**config.mk**
```make
export PLATFORM = sky130hd
export DESIGN_NAME = data_mem_responder_flat
export DESIGN_NICKNAME = d
export VERILOG_FILES = /design/src/rtl/data_mem_responder_if.sv /design/src/rtl/data_mem_responder.sv /design/src/flat_wrapper.sv
export SDC_FILE = /design/constraint.sdc
export NUM_CORES = 2
export LEC_CHECK = 0
export CORE_MARGIN = 2
export CORE_UTILIZATION = 40
export DETAILED_ROUTE_END_ITERATION = 6
export GPL_TIMING_DRIVEN = 0
export HOLD_SLACK_MARGIN = 0.1
export PLACE_DENSITY = 0.57
export SYNTH_ARGS = -nofsm -noshare
export SYNTH_HDL_FRONTEND = slang
export SYNTH_SLANG_ARGS = --single-unit
```
**constraint.sdc**
```tcl
create_clock -name clk -period 6.3 [get_ports clk]
set_clock_uncertainty 0.1 [all_clocks]
set_input_delay 1.575 -clock clk [delete_from_list [all_inputs] [get_ports clk]]
set_output_delay 1.575 -clock clk [all_outputs]
set_load 0.1 [all_outputs]
```
**src/rtl/data_mem_responder_if.sv**
```systemverilog
`default_nettype none
// ============================================================================
// Module   : data_mem_responder_if
// Brief    : Core-to-data-memory port bundle (address, store, load data).
// Revision : 1.0
// ============================================================================
interface data_mem_responder_if;
    logic [31:0] pc;
    logic        memwrite;
    logic [31:0] aluout;
    logic [31:0] writedata;
    logic [31:0] readdata;

    modport master (
        output pc,
        output memwrite,
        output aluout,
        output writedata,
        input  readdata
    );

    modport slave (
        input  pc,
        input  memwrite,
        input  aluout,
        input  writedata,
        output readdata
    );
endinterface
`default_nettype wire

```
**src/rtl/data_mem_responder.sv**
```systemverilog
`default_nettype none
// ============================================================================
// Module   : data_mem_responder
// Brief    : Data RAM plus LED/cycle/store/status register page for the
//            single-cycle MIPS core, with pass-store and misalignment flags.
// Revision : 1.0
// ============================================================================
module data_mem_responder #(
    parameter int          DEPTH_LOG2 = 6,
    parameter logic [31:0] MMIO_BASE  = 32'hFFFF_FF00,
    parameter logic [31:0] DONE_ADDR  = 32'd84,
    parameter logic [31:0] DONE_DATA  = 32'd7
) (
    input  wire logic           clk,
    input  wire logic           rst,
    data_mem_responder_if.slave bus,
    output logic [31:0]         led,
    output logic                done,
    output logic                align_err
);

    localparam int c_DEPTH = 1 << DEPTH_LOG2;

    localparam logic [1:0] c_OFF_LED    = 2'd0;
    localparam logic [1:0] c_OFF_CYCLE  = 2'd1;
    localparam logic [1:0] c_OFF_STORES = 2'd2;

    logic [31:0] r_mem [0:c_DEPTH-1];
    logic [31:0] r_led;
    logic [31:0] r_cycle_cnt;
    logic [31:0] r_store_cnt;
    logic        r_done;
    logic        r_align_err;

    logic [DEPTH_LOG2-1:0] w_index;
    logic [1:0]            w_offset;
    logic                  w_mmio_hit;
    logic                  w_aligned;
    logic                  w_store;
    logic                  w_pass_store;
    logic [31:0]           w_rdata;
    logic                  w_unused;

    assign w_index      = bus.aluout[DEPTH_LOG2+1:2];
    assign w_offset     = bus.aluout[3:2];
    assign w_mmio_hit   = (bus.aluout[31:4] == MMIO_BASE[31:4]);
    assign w_aligned    = (bus.aluout[1:0] == 2'b00);
    assign w_store      = bus.memwrite && w_aligned;
    // Pass detection uses the full address, so aliases of DONE_ADDR do not count.
    assign w_pass_store = w_store && (bus.aluout == DONE_ADDR)
                                  && (bus.writedata == DONE_DATA);

    // pc is carried only so the port list mirrors the core.
    assign w_unused = ^bus.pc;

    // RAM has no reset; contents survive rst.
    always_ff @(posedge clk) begin
        if (!rst && w_store && !w_mmio_hit) begin
            r_mem[w_index] <= bus.writedata;
        end
    end

    always_ff @(posedge clk) begin
        if (rst) begin
            r_led       <= 32'd0;
            r_cycle_cnt <= 32'd0;
            r_store_cnt <= 32'd0;
            r_done      <= 1'b0;
            r_align_err <= 1'b0;
        end else begin
            r_cycle_cnt <= r_cycle_cnt + 32'd1;
            if (bus.memwrite && !w_aligned) begin
                r_align_err <= 1'b1;
            end
            if (w_store) begin
                r_store_cnt <= r_store_cnt + 32'd1;
                if (w_mmio_hit && (w_offset == c_OFF_LED)) begin
                    r_led <= bus.writedata;
                end
            end
            if (w_pass_store) begin
                r_done <= 1'b1;
            end
        end
    end

    always_comb begin
        w_rdata = r_mem[w_index];
        if (w_mmio_hit) begin
            case (w_offset)
                c_OFF_LED:    w_rdata = r_led;
                c_OFF_CYCLE:  w_rdata = r_cycle_cnt;
                c_OFF_STORES: w_rdata = r_store_cnt;
                default:      w_rdata = {30'd0, r_align_err, r_done};
            endcase
        end
    end

    assign bus.readdata = w_rdata;
    assign led          = r_led;
    assign done         = r_done;
    assign align_err    = r_align_err;

endmodule
`default_nettype wire

```
**src/flat_wrapper.sv**
```systemverilog
// flat-port wrapper written by rule: the top's interface ports become plain ports
module data_mem_responder_flat 
#(
    parameter int          DEPTH_LOG2 = 6,
    parameter logic [31:0] MMIO_BASE  = 32'hFFFF_FF00,
    parameter logic [31:0] DONE_ADDR  = 32'd84,
    parameter logic [31:0] DONE_DATA  = 32'd7
)
  (clk, rst, led, done, align_err, bus_pc, bus_memwrite, bus_aluout, bus_writedata, bus_readdata);
  data_mem_responder_if bus_i ();
  input  wire logic clk;
  input  wire logic rst;
  output logic [31:0] led;
  output logic done;
  output logic align_err;
  input wire logic [$bits(bus_i.pc)-1:0] bus_pc;
  input wire logic [$bits(bus_i.memwrite)-1:0] bus_memwrite;
  input wire logic [$bits(bus_i.aluout)-1:0] bus_aluout;
  input wire logic [$bits(bus_i.writedata)-1:0] bus_writedata;
  output wire logic [$bits(bus_i.readdata)-1:0] bus_readdata;
  assign bus_i.pc = bus_pc;
  assign bus_i.memwrite = bus_memwrite;
  assign bus_i.aluout = bus_aluout;
  assign bus_i.writedata = bus_writedata;
  assign bus_readdata = bus_i.readdata;
  data_mem_responder #(.DEPTH_LOG2(DEPTH_LOG2), .MMIO_BASE(MMIO_BASE), .DONE_ADDR(DONE_ADDR), .DONE_DATA(DONE_DATA)) u_core (.clk(clk), .rst(rst), .bus(bus_i), .led(led), .done(done), .align_err(align_err));
endmodule
```
==> results summary <==
The worst-case setup slack after placement came out at -3670 ps. The count of pins on the block boundary came out at 165. CTS placed an instance of sky130_fd_sc_hd__clkbuf_16 at the clock tree root. The remaining global-route overflow is 0.

The arrival time at the worst endpoint came out at 4710 ps. The startpoint identified for the worst register-to-register timing path is u_core.r_cycle_cnt[2]$_SDFF_PP0_. The post-detailed-route via-to-cell ratio came out at slightly below 6. Counting I/O delays and the setup requirement, the final critical path takes roughly 6400 ps. The share of async-settable or async-resettable flops after synthesis is 0%. The clock input transition at the sequential cells of the worst setup and hold paths is roughly 60 ps. For this design the static power due to leakage is slightly above 30 nW.

The first global-routing pass estimated ~350000 µm of wire. The number of buffers inserted by port buffering came out at 130. The number of placed instances, taps included came out at between 7k and 8k. The average wire length per cell after detail routing came out at 33.9 µm. After synthesis, the cell types taking the most area are sky130_fd_sc_hd__edfxtp_1 74%, sky130_fd_sc_hd__mux4_2 12%, sky130_fd_sc_hd__dfxtp_1 2.4%.

The register bit total from synthesis is 2146. The synthesized design contains 2048 enable-type register cells. The flow ran to the end, but the final reports show violations. The design internal power is around 23 mW. The iteration count of the initial detailed-routing pass came out at 6.

Hold is met by 372 ps. The slowest stage of the critical path belongs to the cell sky130_fd_sc_hd__o211ai_1. The initial detailed-routing violation count is about 6.2k.

In the final timing run, aggregate negative setup slack is -584 ps. The critical path class is primary input to output port. After the last flow step, the layout net total stands at 4678. The final reports fail on setup timing.

The number of antenna violations at the first check in global routing came out at 22. The area of the core region came out at 207000 µm². The category of the worst setup path capture point is an output port. The remaining number of nets flagged by the antenna check after routing came out at 0. The critical path data required time is 4620 ps. The synthesized design spends more area on one cell type than any other, namely sky130_fd_sc_hd__edfxtp_1. The worst IR drop on VDD came out at about 0.28 mV.

The largest net degree at the start of global routing came out at between 60 and 70. For this configuration, the core starts out at a cell density of between 40 and 50%. The fraction of the yosys area taken by sequential cells is between 70% and 80%. Clock latency on the worst-skew pair, taken at its later pin, is 840 ps.

The period utilization came out at 101%. The total of endpoints with negative setup slack in the final report came out at 16. The maximum buffer depth of the clock tree is 3.

Setup repair after global routing could not meet its margin everywhere. The total routing resource utilization after global routing is 23.9%. Of the total power, registers draw a little over half. The post-synthesis instance total is 4141. The terminating pin of the worst hold path is u_core.r_cycle_cnt[0]$_SDFF_PP0_. The peak per-stage delay on the critical path is 470 ps.

The biggest fanout along the worst timing path is 10. The max-capacitance violation count is 0. The total vias in the final route is 44.8k. For this block, the routed nets add up to around 260000 µm of wire. The count of filler cells inserted in the layout is between 15k and 20k.

After clock tree synthesis, the flow added hold-fix buffers numbering 0. The number of cells on the worst hold path is 1. The number of distinct library cells after synthesis is between 50 and 60. The switching power of the nets is 6.81 mW.

The half-perimeter wire length after detailed placement is 173000 µm. Net switching is 22.9% of the power. The number of warnings issued by yosys came out at 0.

When the netlist entered floorplanning its net count stood at roughly 4.2k. The die extent in y is 461 µm. The floorplan has around 170 rows. The mean instance size in the synthesized netlist came out at about 20 µm². The share of power burned in combinational logic came out at roughly 6.8%. For this design the ratio of total power to cell area is ~300 nW/µm². The setup slack on the worst flop-to-flop path is 3730 ps. The final estimated routing congestion in global placement came out at 0.944. The portion of synthesized cell area occupied by the leading cell type came out at around 74%. The final non-filler cell total is 7550. TritonCTS created between 200 and 250 clock buffers. The transition time of the tightest slew-check pin came out at roughly 1200 ps.

The capture point of the worst reg-to-reg path is u_core.r_cycle_cnt[29]$_SDFF_PP0_. The max-slew violation count came to 0. The post-layout worst setup margin came out at -86.9 ps. The area of the mapped netlist came out at about 83000 µm². The CTS tree is yes.

Static timing analysis puts the maximum clock frequency at about 0.16 GHz. The worst hold path begins at u_core.r_cycle_cnt[0]$_SDFF_PP0_. The count of unresolved DRC violations after routing came out at 0.

The kind of start point of the critical path is a primary input. The worst pin sits at a relative slew slack of 18.3%. The floorplan step defined a die boundary enclosing around 210000 µm². The signed area change from the synthesized netlist to the final layout is 18.0%. The proportion of power drawn by the clock network came out at between 40% and 50%. The via count of the first global-routing pass came to 43.8k.

The final hold violation count came to 0. The overall power after layout came out at between 20 and 30 mW. The depth of the CTS H-tree came out at 4. The depth of the worst register-to-register path is 5. For this run, the leading register cell type out of synthesis is sky130_fd_sc_hd__edfxtp_1. The layout cell share with drive strength beyond 1 came out at between 20% and 30%.

The tightest min-delay check is of the register to register type. The number of clock sinks is roughly 2.1k. The die width came out at ~460 µm. Traced cell by cell, the critical path runs through buf_4 > buf_6 > clkbuf_8 > buf_4 > mux4_2 > a22oi_2 > nand2_2 > o211ai_1 > o211ai_1 > buf_6.
layer usage:
layer	vias to the layer above	part of all wire (%)	GRT usage, %
li1	18100	-	-
met1	24100	40	32.9
met2	2166	47	38.0
met3	412	8.0	4.35
met4	6	4.4	9.53
met5	-	0.013	0
power by group through the flow:
stage	Clock [mW]	Sequential (mW)	Combinational, mW
after floorplan	0	15.9	0.949
after global placement	0	16.0	1.83
after detailed placement	0	15.9	1.90
after CTS	12.3	15.6	2.00
after global routing	12.8	15.6	2.09
final	12.1	15.6	2.03
kinds of logic (layout without fill, tap and decap cells):
logic type | Yosys count | after routing | synth area share, %
other cells | 0 | 8 | 0
buf+inv | 258 | 871 | 1.52
mux | 652 | 652 | 14.8
fa+ha+maj | 2 | 2 | 0.0300
xor+xnor | 49 | 49 | 0.515
compound gates | 502 | 502 | 4.06
simple gates | 532 | 532 | 3.01
flops | 2146 | 2146 | 76.1
synth_stat cells (all sizes together) (20+ instances only):
library cell and number:
nand3 70, dfxtp 98, edfxtp 2048, mux2i 149, a22o 36, o211ai 32
a21oi 102, and2 23, clkbuf 86, nor2 174, buf 159, nand4 20
mux4 458, nand2 137, o21ai 96, nor2b 26, mux2 45, a22oi 148
xor2 32
worst max-delay path by stage:
stage / endpoint / startpoint / depth (start not counted) / slack, ps
finish: bus_readdata[14] / bus_aluout[4] / 10 / -90
global route: bus_readdata[8] / bus_aluout[2] / 8 / -60
detailed placement: bus_readdata[8] / bus_aluout[5] / 10 / -3670
floorplan: bus_readdata[16] / bus_aluout[3] / 11 / 180
CTS: bus_readdata[16] / bus_aluout[2] / 11 / -20
global placement: bus_readdata[8] / bus_aluout[5] / 10 / -3680
sequential cells by signal, summed over array words and instances, names as in the netlist:
| signal | cells |
|---|---|
| u_core.align_err | 1 |
| u_core.done | 1 |
| u_core.led | 32 |
| u_core.r_cycle_cnt | 32 |
| u_core.r_mem | 2048 |
| u_core.r_store_cnt | 32 |
critical path: cells and delay by family:
kind / cells / cell delay, ps
AOI/OAI and AO/OA: 3 / 1120
and+or+nand+nor: 1 / 140
buffers and inverters: 5 / 1450
muxes: 1 / 350
per-stage QoR:
step	cell area, µm²	util (%)
2_1_floorplan	83400	-
3_3_place_gp	88200	42.6
3_5_place_dp	90500	43.7
4_1_cts	98200	47.4
5_1_grt	98400	47.5
6_report	98400	47.5
cell usage in the layout (no fill, tap or decap), drive strengths merged, types with 10 or more instances in the layout:
master | synthesis | routed
nor2b | 26 | 26
clkbuf | 86 | 366
inv | 13 | 20
or3 | 14 | 14
o211ai | 32 | 32
a21boi | 15 | 15
nor4 | 18 | 18
nor2 | 174 | 174
a21oi | 102 | 102
mux2i | 149 | 149
bufinv | 0 | 11
a31oi | 10 | 10
buf | 159 | 316
o21ai | 96 | 96
a211oi | 16 | 16
edfxtp | 2048 | 2048
clkinv | 0 | 89
a22oi | 148 | 148
mux4 | 458 | 458
o221ai | 14 | 14
nand2 | 137 | 137
nand3 | 70 | 70
a22o | 36 | 36
nor3 | 12 | 12
and3 | 10 | 10
mux2 | 45 | 45
nand4 | 20 | 20
xnor2 | 17 | 17
dfxtp | 98 | 98
and2 | 23 | 23
a221o | 13 | 13
xor2 | 32 | 32
clkdlybuf4s50 | 0 | 64
timing repair:
action | in CTS | in global routing
cloned | 0 | 0
gates resized for setup | 658 | 58
pin swaps | 25 | 15
setup buffers | 1 | 2
setup endpoints to repair | 32 | 26
final cells by class:
type | instances | area [µm²] | area share, %
well taps | 2788 | 3490 | 3.54
diodes | 8 | 20.0 | 0.0203
clock buffers | 281 | 5610 | 5.70
inverters | 13 | 48.8 | 0.0496
flip-flops and latches | 2146 | 63500 | 64.5
clock inverters | 109 | 926 | 0.940
repair buffers | 224 | 3150 | 3.20
multi-input cells | 1737 | 19700 | 20.0
plain buffers | 244 | 2060 | 2.09
Power figures use the tool's default switching activity.
